**config.mk**
```make
export PLATFORM = sky130hd
export DESIGN_NAME = alu_stream_unit
export DESIGN_NICKNAME = d
export VERILOG_FILES = /design/src/rtl/alu_stream_unit.sv
export SDC_FILE = /design/constraint.sdc
export NUM_CORES = 1
export LEC_CHECK = 0
export ABC_AREA = 1
export ABC_CLOCK_PERIOD_IN_PS = 1700
export CAP_MARGIN = 20
export CORE_MARGIN = 2
export CORE_UTILIZATION = 45
export DETAILED_ROUTE_END_ITERATION = 8
export PLACE_DENSITY = 0.75
export REMOVE_ABC_BUFFERS = 1
export SLEW_MARGIN = 10
export SYNTH_ARGS = -nofsm -noshare
export SYNTH_HDL_FRONTEND = slang
export SYNTH_SLANG_ARGS = --single-unit
export TNS_END_PERCENT = 30
```
**constraint.sdc**
```tcl
create_clock -name clk -period 1.7 [get_ports clk]
set_clock_uncertainty 0.05 [all_clocks]
set_input_delay 0.17 -clock clk [delete_from_list [all_inputs] [get_ports clk]]
set_output_delay 0.17 -clock clk [all_outputs]
set_load 0.02 [all_outputs]
```
**src/rtl/alu_stream_unit.sv**
```systemverilog
// alu_stream_unit: handshaked N-bit ALU with in-order result FIFO (ALU_SAT_EN saturates add/sub)
module alu_stream_unit #(
   parameter int N = 4,
   parameter logic [1:0] OPCODE = 2'b00,
   parameter int DEPTH = 2
) (
   input  logic         clk,
   input  logic         rst_n,
   input  logic         in_valid,
   output logic         in_ready,
   input  logic [N-1:0] in0,
   input  logic [N-1:0] in1,
   output logic         out_valid,
   input  logic         out_ready,
   output logic [N-1:0] out,
   output logic [15:0]  done_cnt
);
   localparam int AW = $clog2(DEPTH);
   logic [N-1:0] mem [DEPTH];
   logic [AW-1:0] rd_ptr, wr_ptr;
   logic [AW:0] count;
   logic rdy_en, push, pop;
   logic [N:0] sum, diff;
   logic [N-1:0] add_r, sub_r, res;
   always_comb begin
      sum = {1'b0, in0} + {1'b0, in1};
      diff = {1'b0, in0} - {1'b0, in1};
`ifdef ALU_SAT_EN
      add_r = sum[N] ? '1 : sum[N-1:0];
      sub_r = diff[N] ? '0 : diff[N-1:0];
`else
      add_r = sum[N-1:0];
      sub_r = diff[N-1:0];
`endif
      res = OPCODE == 2'b00 ? add_r : OPCODE == 2'b01 ? sub_r : OPCODE == 2'b10 ? (in0 & in1) : (in0 | in1);
   end
   assign in_ready = rdy_en & (count != (AW+1)'(DEPTH));
   assign out_valid = count != '0;
   assign out = mem[rd_ptr];
   assign push = in_valid & in_ready;
   assign pop = out_valid & out_ready;
   always_ff @(posedge clk or negedge rst_n) begin
      if (!rst_n) begin
         rdy_en <= 1'b0;
         rd_ptr <= '0;
         wr_ptr <= '0;
         count <= '0;
         done_cnt <= '0;
         for (int i = 0; i < DEPTH; i++) mem[i] <= '0;
      end else begin
         rdy_en <= 1'b1;
         if (push) begin
            mem[wr_ptr] <= res;
            wr_ptr <= wr_ptr + AW'(1);
         end
         if (pop) begin
            rd_ptr <= rd_ptr + AW'(1);
            done_cnt <= done_cnt + 16'd1;
         end
         count <= count + (AW+1)'(push) - (AW+1)'(pop);
      end
   end
endmodule
```
Yosys cells after proc, flatten, opt, wreduce, memory -nomap -nowiden

Index checks and enable logic that the tools add are counted.

Word-level logic and storage cells: 30
Flip-flop bits (word level): 29
Output and inout port bits: 22
Input bits: 12

Bitwise gates (word level): 5
Equality and inequality tests: 1
Reduce and logical (&&, ||, !) cells: 2
$lt $le $gt $ge: 3
Add/subtract/negate cells: 6
Muxes and demuxes: 6

Operators by type and width:

| cell                    | count |
|---|---|
| $add A16 B1 Y16 const B | 1 |
| $mux W4                 | 4 |
| $bwmux W8               | 1 |
| $add A4 B4 Y4           | 1 |
| $demux W4 S1            | 1 |
| $ge A2 B2 Y1 const B    | 2 |
| $not A1 Y2              | 2 |
| $and A1 B1 Y1           | 3 |
| $add A1 B1 Y1 const B   | 2 |
| $add A2 B1 Y2           | 1 |
| $lt A2 B1 Y1 const B    | 1 |
| $ne A2 B2 Y1 const B    | 1 |
| $reduce_bool A2 Y1      | 1 |
| $sub A2 B1 Y2           | 1 |
| $logic_and A1 B1 Y1     | 1 |

Logic depth before layout (Yosys ltp)

Gate-level depths: netlist (run 1).

Depth after elaboration: 6
Mapped depth: 8
Gate-level depth less buffers: 8

Least setup slack after synthesis (run 1)

Ideal clock, no wire load.

Path kind: reg-to-reg
From: register count[0]
To: register count[1]
Cell stages (with the launch flop): 9
Buffers on the path: 0
Required time: 1.521 ns
Arrival: 1.542 ns
Period minus slack after synthesis: 1.720 ns
Slack: -0.020 ns
Library setup time: 0.129 ns
Cell sequence: dfrtp_1 -> inv_1 -> a21oi_4 -> nand2_4 -> ha_1 -> inv_1 -> ha_1 -> xnor2_1 -> xor2_1

Longest elaborated chain between the ends: 5
Elaborated cells between the ends (all ways): 7
Classes of those cells: add/sub (2); eq/ne (1); bitwise (3); reduce/logical (1)

RTL lines:

| element                | line | RTL |
|---|---|---|
| start, declared        | 21   | `logic [AW:0] count;` |
| start signal, assigned | 60   | `count <= count + (AW+1)'(push) - (AW+1)'(pop);` |
| $ne A2 B2 Y1           | 37   | `assign in_ready = rdy_en & (count != (AW+1)'(DEPTH));` |
| $and A1 B1 Y1          | 37   |  |
| named net in_ready     | 10   | `output logic in_ready,` |
| $and A1 B1 Y1          | 40   | `assign push = in_valid & in_ready;` |
| $add A2 B1 Y2          | 60   |  |
| $sub A2 B1 Y2          | 60   |  |

The timed path passes the listed nets, and every way through them passes these cells.
A chain may end at the register's enable or synchronous reset.

Worst setup path in the final report (run 1)

From: register count[0]
To: register count[1]

Longest elaborated chain between the ends: 5
Elaborated cells between the ends (all ways): 7
Classes of those cells: add/sub (2); eq/ne (1); bitwise (3); reduce/logical (1)

RTL lines:

| element         | line |
|---|---|
| $ne A2 B2 Y1    | 37 |
| $and A1 B1 Y1   | 37 |
| $and A1 B1 Y1   | 40 |
| $add A2 B1 Y2   | 60 |
| $sub A2 B1 Y2 * | 60 |

Mark *: on every way between the ends. The rest lies on a longest branch, timed or not.

==> results by group, run 1 <==
Run status
  • Status: completed

Clocking
  • CTS tree: yes
  • Clk root buf: clkbuf_4
  • Htree depth: 2
  • CTS clk-pin slew, worst paths: 0.09 ns
  • Clock buffer depth: 2
  • Number of CTS-inserted buffers: 5
  • Clock Latency Late Sink: 0.34 ns
  • Clk sinks: 29
  • Cts hold-fix bufs: 0

Placed design
  • GPL Wtd Cong: 0.800
  • Number of buffers added on ports: 33
  • Area of placed instances: 2010 µm²
  • DP Wirelength: 2320 µm
  • Dpl cells: 267
  • Dpl ws: -0.0196 ns

Drt
  • Residual DRC count: 0
  • Vias per inst: 4.71
  • Initial DRC count: 79
  • Vias post-DR: 1301
  • Drt first pass iters: 4
  • DRT antenna net count: 0
  • Total routed wirelength: 3060 µm
  • Per-cell routed wire length: 11.1 µm

Global route
  • Largest net degree at the start of global routing: 30
  • Vias in the first global route: 1304
  • Gr usage total: 18.3%
  • Grt total ovfl: 0
  • First-pass GRT wire length: 5560 µm
  • Antenna violations before repair: 0

Logic synthesis
  • Dominant cell type by area after synthesis: dfrtp_1
  • Syn Inst Count: 185
  • Yosys warnings: 0
  • Mean Syn Cell Area: 8.60 µm²
  • Synth top area share: 45.6%
  • Synth cell types: 26
  • FF+latch count, synth: 29
  • Cell Area, Synth: 1590 µm²
  • Synth area leaders: dfrtp_1 46%, nand2_1 11%, inv_1 6.4%, xor2_1 5.0%, ha_1 4.7%
  • Sequential area share after synthesis: 45.6%

Power
  • Pleak: 1.05 nW
  • Peak supply drop: 0.000829 V
  • Pwr dens: 1340 nW/µm²

Setup path
  • CP cell instances: inv_2 > a21oi_4 > nand2_4 > ha_1 > inv_1 > ha_2 > xnor2_2 > xor2_1
  • Slowest-stage cell, CP: dfrtp_1
  • Crit end category: flop
  • Critical path required time: 1.87 ns
  • CP Max Fanout: 3
  • Startpoint Class: flop
  • Top delay family on crit path: adder cells
  • CP Class: flop to flop
  • WP buf/inv: 2
  • CP arrival: 1.81 ns
  • Max stage delay on crit path: 0.40 ns

Floorplanning
  • Initial Utilization: 47.3%
  • Die X: 63.5 µm
  • # IOs: 34
  • Die area: 4030 µm²
  • CORE AREA: 3360 µm²
  • Site Rows: 21
  • Die height: 63.5 µm

Layout
  • Total Nets Final: 248
  • Most common cell after layout, fill and taps aside: nand2_1
  • Cell Count, Final, Fillers Out: 276
  • Final Cell Area: 2090 µm²
  • Filler instances: 312
  • Area delta synth->final: 31.3%
  • ANT cells: 0
  • Most frequent cells in the layout: 47 x nand2_1, 29 x dfrtp_1, 26 x inv_1, 25 x clkdlybuf4s50_1, 12 x nand3_1
  • Layout cells sized above 1: 13.5%

Timing
  • Slack of the critical path: 0.0587 ns
  • Final setup vio count: 0
  • RSZ-0062 raised after global routing: yes
  • Share of the clock period used by the worst path: 96.5%
  • Period minus WS final: 1.64 ns
  • Final TNS setup: 0 ns
  • Slew Limit Fails: 0
  • Final hold violations: 0
  • Max Fclk: 609 MHz

Job
  • Max-cap viol count: 0

Min path
  • Min-delay worst type: primary input to async pin
==> metal layers <==
metal / part of all wire (%) / vias to the layer above / GRT usage, %
met5: 0 / - / 0
met4: 2.3 / 0 / 8.70
met3: 5.3 / 8 / 6.61
met2: 51 / 37 / 32.2
met1: 41 / 598 / 19.3
li1: - / 658 / -
==> path summary, 6_finish.rpt <==
| kind | cells past startpoint | startpoint | to | slack (ns) |
|---|---|---|---|---|
| max in group asynchronous | 2 | rst_n | mem[4] | 1.17 |
| min in group clk | 2 | mem[3] | mem[3] | 0.44 |
| worst min register to register | 2 | mem[3] | mem[3] | 0.44 |
| worst max register to register | 8 | count[0] | count[1] | 0.06 |
| worst min-delay path | 2 | rst_n | done_cnt[4] | 0.16 |
| worst max-delay path | 8 | count[0] | count[1] | 0.06 |
==> power by group <==
group          switching, mW  internal, mW  total, mW
Combinational          0.682         0.522       1.20
Clock                  0.245         0.239      0.484
Sequential             0.209         0.906       1.12
==> state kept, by name (all words and copies together) (netlist names) <==
register and flops:
count 2, rdy_en 1, mem 8, done_cnt 16, rd_ptr 1, wr_ptr 1
==> area by class of cell <==
| type | count | area, µm² | area share (%) |
|---|---|---|---|
| Clock buffer | 7 | 65.1 | 3.11 |
| Clock inverter | 1 | 5.00 | 0.240 |
| Inverter | 28 | 105 | 5.03 |
| Multi-Input combinational cell | 127 | 767 | 36.7 |
| Sequential cell | 29 | 726 | 34.7 |
| Tap cell | 46 | 57.6 | 2.75 |
| Timing Repair Buffer | 38 | 364 | 17.4 |
==> synth_stat cells (all sizes together) <==
| cell | n |
|---|---|
| conb | 1 |
| nand2 | 52 |
| o21ai | 11 |
| and2 | 1 |
| clkbuf | 1 |
| nor2 | 18 |
| inv | 28 |
| a21oi | 2 |
| dfrtp | 29 |
| nor3 | 2 |
| nand4 | 5 |
| ha | 6 |
| xor2 | 9 |
| fa | 1 |
| nand3 | 12 |
| xnor2 | 5 |
| nand3b | 2 |
==> what timing repair did <==
item | 4_1_cts | 5_1_grt
setup endpoints to repair | 7 | 4
gates resized for setup | 7 | 6
pin swaps | 0 | 1
setup buffers | 0 | 1
==> metrics by stage <==
| stage | power (mW) | hold slack, ns | util, % |
|---|---|---|---|
| after floorplan | 1.83 | -0.176 | - |
| after global placement | 2.31 | 0.417 | 59.6 |
| after detailed placement | 2.35 | 0.417 | 59.6 |
| after CTS | 2.79 | 0.149 | 61.5 |
| after global routing | 3.01 | 0.176 | 62.1 |
| final | 2.80 | 0.158 | 62.1 |
==> logic make-up after synthesis <==
family	count (synthesis)	synth area share, %
simple gates	92	28.9
buf+inv	29	6.84
flops	29	45.6
xor+xnor	14	7.70
compound gates	13	4.80
fa+ha+maj	7	5.97
other cells	1	0.236
No activity file was read; power rests on OpenSTA's default activity.
==> inputs of run 2 (changes only) <==
- CORE_UTILIZATION: 45 -> 25
- CTS_CLUSTER_SIZE: not set -> 12
- HOLD_SLACK_MARGIN: not set -> 0.1
- PLACE_DENSITY: 0.75 -> not set
==> run 2 against run 1 <==
  * Final area is 3.7% higher
  * Flip-flop and latch count unchanged
  * Non-clock buffer count increased by 1
  * Via count fell by 1.4%
  * Total power is 2.9% higher
  * Cell count is 12% higher
  * Count of clock-buffer cells in the layout is 1 higher
  * Largest cell class unchanged
  * Worst setup slack better by 0.010 ns
==> results by group, run 2 (same netlist as run 1, synthesis figures left out) <==
Global route
  • Met1 usage: 13.5% (was 19.3%)
  • GR Util met2: 16.9% (was 32.2%)
  • Vias in the first global route: 1332 (was 1304)
  • Largest net degree at the start of global routing: 30 (unchanged)
  • Antenna violations before repair: 0 (unchanged)
  • GRT Max-Usage Layer: met2 (unchanged)
  • Grt total ovfl: 0 (unchanged)
  • First-pass GRT wire length: 5980 µm (was 5560 µm)
  • Met3 Usage GRT: 4.25% (was 6.61%)
  • Gr usage total: 10.8% (was 18.3%)

Placed design
  • GPL Wtd Cong: 0.786 (was 0.800)
  • Number of buffers added on ports: 33 (unchanged)
  • DP Wirelength: 2470 µm (was 2320 µm)
  • Dpl ws: -0.0527 ns (was -0.0196 ns)
  • Dpl cells: 299 (was 267)

Layout
  • Register area: 727 µm² (was 726 µm²)
  • Most common cell after layout, fill and taps aside: nand2_1 (unchanged)
  • Filler instances: 673 (was 312)
  • Total Nets Final: 249 (was 248)
  • Area delta synth->final: 36.1% (was 31.3%)
  • Top flop regs: done_cnt x16, mem x8, count x2 (unchanged)
  • Cell Count, Final, Fillers Out: 308 (was 276)
  • Top reg by flops: done_cnt (unchanged)
  • Most frequent cells in the layout: 47 x nand2_1, 28 x dfrtp_1, 27 x clkdlybuf4s50_1, 25 x inv_1, 12 x nand3_1 (was 47 x nand2_1, 29 x dfrtp_1, 26 x inv_1, 25 x clkdlybuf4s50_1, 12 x nand3_1)
  • Multi-input gate area: 790 µm² (was 767 µm²)
  • Largest register FFs: 16 (unchanged)
  • ANT cells: 0 (unchanged)
  • Layout cells sized above 1: 13.9% (was 13.5%)

Setup path
  • CP arrival: 1.74 ns (was 1.81 ns)
  • Reg2reg start: count[0] (unchanged)
  • Critical path required time: 1.81 ns (was 1.87 ns)
  • Reg2Reg Setup Slack: 0.07 ns (was 0.06 ns)
  • Crit end category: flop (unchanged)
  • CP Max Fanout: 3 (unchanged)
  • CP Class: flop to flop (unchanged)
  • Startpoint Class: flop (unchanged)
  • Critical register-to-register path endpoint: count[1] (unchanged)
  • R2R depth: 8 (unchanged)

Power
  • Pwr dens: 1330 nW/µm² (was 1340 nW/µm²)
  • Pleak: 1.06 nW (was 1.05 nW)
  • Peak supply drop: 0.000568 V (was 0.000829 V)

Floorplanning
  • CORE AREA: 6240 µm² (was 3360 µm²)
  • Die X: 83.8 µm (was 63.5 µm)
  • # IOs: 34 (unchanged)
  • Die height: 83.8 µm (was 63.5 µm)
  • Die area: 7020 µm² (was 4030 µm²)
  • Site Rows: 29 (was 21)
  • Initial Utilization: 25.5% (was 47.3%)

Clocking
  • Clock Latency Late Sink: 0.28 ns (was 0.34 ns)
  • Clk sinks: 29 (unchanged)
  • CTS clk-pin slew, worst paths: 0.06 ns (was 0.09 ns)
  • Htree depth: 2 (unchanged)
  • Clock buffer depth: 2 (unchanged)
  • CTS tree: yes (unchanged)
  • Number of CTS-inserted buffers: 5 (unchanged)
  • Clk root buf: clkbuf_8 (was clkbuf_4)

Drt
  • DRT antenna net count: 0 (unchanged)
  • Residual DRC count: 0 (unchanged)
  • Vias per inst: 4.17 (was 4.71)
  • Drt first pass iters: 4 (unchanged)
  • Total routed wirelength: 3320 µm (was 3060 µm)
  • Vias post-DR: 1283 (was 1301)
  • Initial DRC count: 33 (was 79)
  • Per-cell routed wire length: 10.8 µm (was 11.1 µm)

Min path
  • Min-delay worst type: primary input to async pin (unchanged)

Timing
  • Slew Limit Fails: 0 (unchanged)
  • Share of the clock period used by the worst path: 96.0% (was 96.5%)
  • Final setup vio count: 0 (unchanged)
  • Final hold violations: 0 (unchanged)
  • Slack of the critical path: 0.0688 ns (was 0.0587 ns)
  • Max Fclk: 613 MHz (was 609 MHz)
  • RSZ-0062 raised after global routing: yes (unchanged)
  • Worst hold margin: 0.224 ns (was 0.158 ns)
  • Period minus WS final: 1.63 ns (was 1.64 ns)

Job
  • Max-cap viol count: 0 (unchanged)

Run status
  • Status: completed (unchanged)
==> run 2: cell types whose count changed in the layout (fill, tap and decap cells not counted), sizes merged <==
cell,before,now
buf,5,6
clkbuf,7,8
clkdlybuf4s15,2,0
clkdlybuf4s50,25,27
clkinv,1,0
dlygate4sd2,5,6
dlymetal6s2s,1,0
==> run 2: layer usage <==
layer,up-vias,wire (µm)
met5,-,0
met3,2,170
li1,665,-
met4,0,15
met2,33,1550
met1,583,1590
==> run 2: worst max path at each step <==
stage	startpoint	end	slack, ns
2_1_floorplan	count[0]	count[1]	-0.02
3_3_place_gp	out_ready	count[1]	-0.02
3_5_place_dp	out_ready	count[1]	-0.05
4_1_cts	count[1]	count[1]	0.03
5_1_grt	count[0]	count[1]	-0.02
6_report	count[0]	count[1]	0.07
==> run 2: where the power goes <==
group	switching, mW	internal (mW)	leakage (nW)
registers	0.216	0.911	0.353
clock network	0.250	0.290	0.0395
logic	0.684	0.535	0.663
==> run 2: through the flow <==
step                total power [mW]  instance area, µm²  TNS (ns)  utilization [%]
floorplan                       1.83                1590   -0.0205                -
global route                    3.13                2170   -0.0240             34.7
CTS                             2.87                2120         0             34.0
detailed placement              2.36                2050   -0.0527             32.9
global placement                2.35                2050   -0.0214             32.9
finish                          2.89                2170         0             34.7
==> run 2: what timing repair did <==
item	4_1_cts	5_1_grt
hold buffers	0	0
pin swaps	0	4
buffers inserted	0	1
setup endpoints to repair	6	1
resized for setup	6	7
==> run 2: worst max-delay path: stages, from the launching register on <==
cell     delay, ns
dfrtp_2       0.41
inv_2         0.07
a21oi_4       0.18
nand2_4       0.08
ha_4          0.26
inv_2         0.03
ha_4          0.15
xnor2_2       0.13
xor2_1        0.16
==> run 2: layout make-up <==
cell class	instances	area share (%)
multi-input cells	127	36.5
flip-flops and latches	29	33.6
repair buffers	39	17.0
inverters	28	4.85
well taps	77	4.45
clock buffers	8	3.70
==> inputs of run 3 (changes only) <==
- SKIP_CTS_REPAIR_TIMING: not set -> 1
==> run 3 against run 2 <==
  * Critical path depth shrank 1
  * Fmax shrank 0.22%
  * Clock power is essentially flat
  * Critical endpoint unchanged
  * Highest routed layer unchanged
==> results by group, run 3 (same netlist as run 1, synthesis figures left out) <==
Run status
  • Status: completed (unchanged)

Drt
  • Per-cell routed wire length: 10.8 µm (about the same)
  • Initial DRC count: 31 (was 33)
  • Residual DRC count: 0 (unchanged)
  • Vias per inst: 4.19 (was 4.17)
  • Vias post-DR: 1285 (was 1283)
  • Total routed wirelength: 3300 µm (was 3320 µm)
  • Drt first pass iters: 4 (unchanged)
  • DRT antenna net count: 0 (unchanged)

Timing
  • Final setup vio count: 0 (unchanged)
  • RSZ-0062 raised after global routing: yes (unchanged)
  • Final hold violations: 0 (unchanged)
  • Max Fclk: 612 MHz (was 613 MHz)
  • Share of the clock period used by the worst path: 96.2% (was 96.0%)
  • Final TNS setup: 0 ns (unchanged)
  • Slack of the critical path: 0.0652 ns (was 0.0688 ns)
  • Slew Limit Fails: 0 (unchanged)
  • Period minus WS final: 1.63 ns (about the same)

Global route
  • Grt total ovfl: 0 (unchanged)
  • Vias in the first global route: 1344 (was 1332)
  • Largest net degree at the start of global routing: 30 (unchanged)
  • Antenna violations before repair: 0 (unchanged)
  • Gr usage total: 10.8% (about the same)
  • First-pass GRT wire length: 6000 µm (was 5980 µm)

Layout
  • Cell Count, Final, Fillers Out: 307 (was 308)
  • Top flop regs: done_cnt x16, mem x8, count x2 (unchanged)
  • Post-Route Utilization: 34.4% (was 34.7%)
  • Total Nets Final: 248 (was 249)
  • Area delta synth->final: 35.0% (was 36.1%)
  • Largest register FFs: 16 (unchanged)
  • Top reg by flops: done_cnt (unchanged)
  • Most frequent cells in the layout: 47 x nand2_1, 28 x dfrtp_1, 27 x inv_1, 27 x clkdlybuf4s50_1, 12 x nand3_1 (was 47 x nand2_1, 28 x dfrtp_1, 27 x clkdlybuf4s50_1, 25 x inv_1, 12 x nand3_1)
  • Final Cell Area: 2150 µm² (was 2170 µm²)
  • Most common cell after layout, fill and taps aside: nand2_1 (unchanged)
  • Filler instances: 679 (was 673)
  • ANT cells: 0 (unchanged)
  • Layout cells sized above 1: 11.3% (was 13.9%)

Setup path
  • Reg2reg start: count[1] (was count[0])
  • CP arrival: 1.78 ns (was 1.74 ns)
  • CP Max Fanout: 3 (unchanged)
  • Startpoint Class: flop (unchanged)
  • Critical Path Start: count[1] (was count[0])
  • CP Class: flop to flop (unchanged)
  • Critical path required time: 1.85 ns (was 1.81 ns)
  • Crit end category: flop (unchanged)

Clocking
  • CTS clk-pin slew, worst paths: 0.07 ns (was 0.06 ns)
  • Clock Latency Late Sink: 0.28 ns (about the same)
  • Htree depth: 2 (unchanged)
  • Clk sinks: 29 (unchanged)
  • Number of CTS-inserted buffers: 5 (unchanged)
  • Clock buffer depth: 2 (unchanged)
  • CTS tree: yes (unchanged)
  • Clk root buf: clkbuf_8 (unchanged)

Power
  • Sequential Power Share: 39.2% (was 39.1%)
  • Pleak: 1.10 nW (was 1.06 nW)
  • P_sw: 1.12 mW (was 1.15 mW)
  • Clock power share: 18.9% (was 18.7%)
  • Peak supply drop: 0.000597 V (was 0.000568 V)
  • Internal power: 1.74 mW (about the same)
  • Pwr dens: 1330 nW/µm² (about the same)
  • Comb pwr share: 41.9% (was 42.2%)
  • Sw Share: 39.1% (was 39.8%)

Floorplanning
  • CORE AREA: 6240 µm² (unchanged)
  • Site Rows: 29 (unchanged)
  • Die X: 83.8 µm (unchanged)
  • # IOs: 34 (unchanged)
  • Die area: 7020 µm² (unchanged)
  • Die height: 83.8 µm (unchanged)
  • Initial Utilization: 25.5% (unchanged)

Placed design
  • Dpl ws: -0.0527 ns (unchanged)
  • GPL Wtd Cong: 0.786 (unchanged)
  • Area of placed instances: 2050 µm² (unchanged)
  • Dpl cells: 299 (unchanged)
  • DP Wirelength: 2470 µm (unchanged)
  • Number of buffers added on ports: 33 (unchanged)

Job
  • Max-cap viol count: 0 (unchanged)

Min path
  • Min-delay worst type: primary input to async pin (unchanged)
## run 3: changes by cell type in the layout (fill, tap and decap cells not counted), sizes merged
cell / delta
dlygate4sd2: -6
dlymetal6s2s: +6
buf: -1
## run 3: final timing paths
path,endpoint,slack [ns],depth (start not counted)
max,count[1],0.07,7
max reg2reg,count[1],0.07,7
min in group clk,mem[3],0.44,2
min reg2reg,mem[3],0.44,2
max in group asynchronous,rd_ptr,1.07,2
min,done_cnt[15],0.22,2
## run 3: metal layers
layer  part of all wire, %  GRT usage (%)  routed length, µm  up-vias
met5                     0              0                  0        -
met4                  0.48           3.52                 16        0
met3                   5.9           4.25                196        2
met2                    47           16.9               1560       39
met1                    46           13.7               1530      582
li1                      -              -                  -      662
## run 3: stage by stage
stage	power (mW)	hold slack, ns
2_1_floorplan	1.83	-0.176
3_3_place_gp	2.35	0.418
3_5_place_dp	2.36	0.429
4_1_cts	2.93	0.244
5_1_grt	3.09	0.266
6_report	2.85	0.223
## run 3: power groups by stage
stage	registers, mW	logic [mW]	clock network (mW)
2_1_floorplan	1.18	0.651	0
5_1_grt	1.16	1.33	0.601
6_report	1.12	1.19	0.540
4_1_cts	1.12	1.24	0.567
3_3_place_gp	1.13	1.22	0
3_5_place_dp	1.13	1.23	0
## run 3: cell type report
| type | instances | area [µm²] | area share (%) |
|---|---|---|---|
| multi-input cells | 127 | 757 | 35.2 |
| clock buffers | 8 | 80.1 | 3.73 |
| repair buffers | 38 | 383 | 17.8 |
| inverters | 28 | 105 | 4.89 |
| well taps | 77 | 96.3 | 4.48 |
| flip-flops and latches | 29 | 727 | 33.8 |
## run 3: critical path: stages (launching register included)
cell and delay (ns):
dfrtp_1 0.43, nor2_2 0.23, nor2_8 0.04, ha_1 0.27
inv_1 0.03, ha_1 0.17, xnor2_1 0.17, xor2_1 0.16
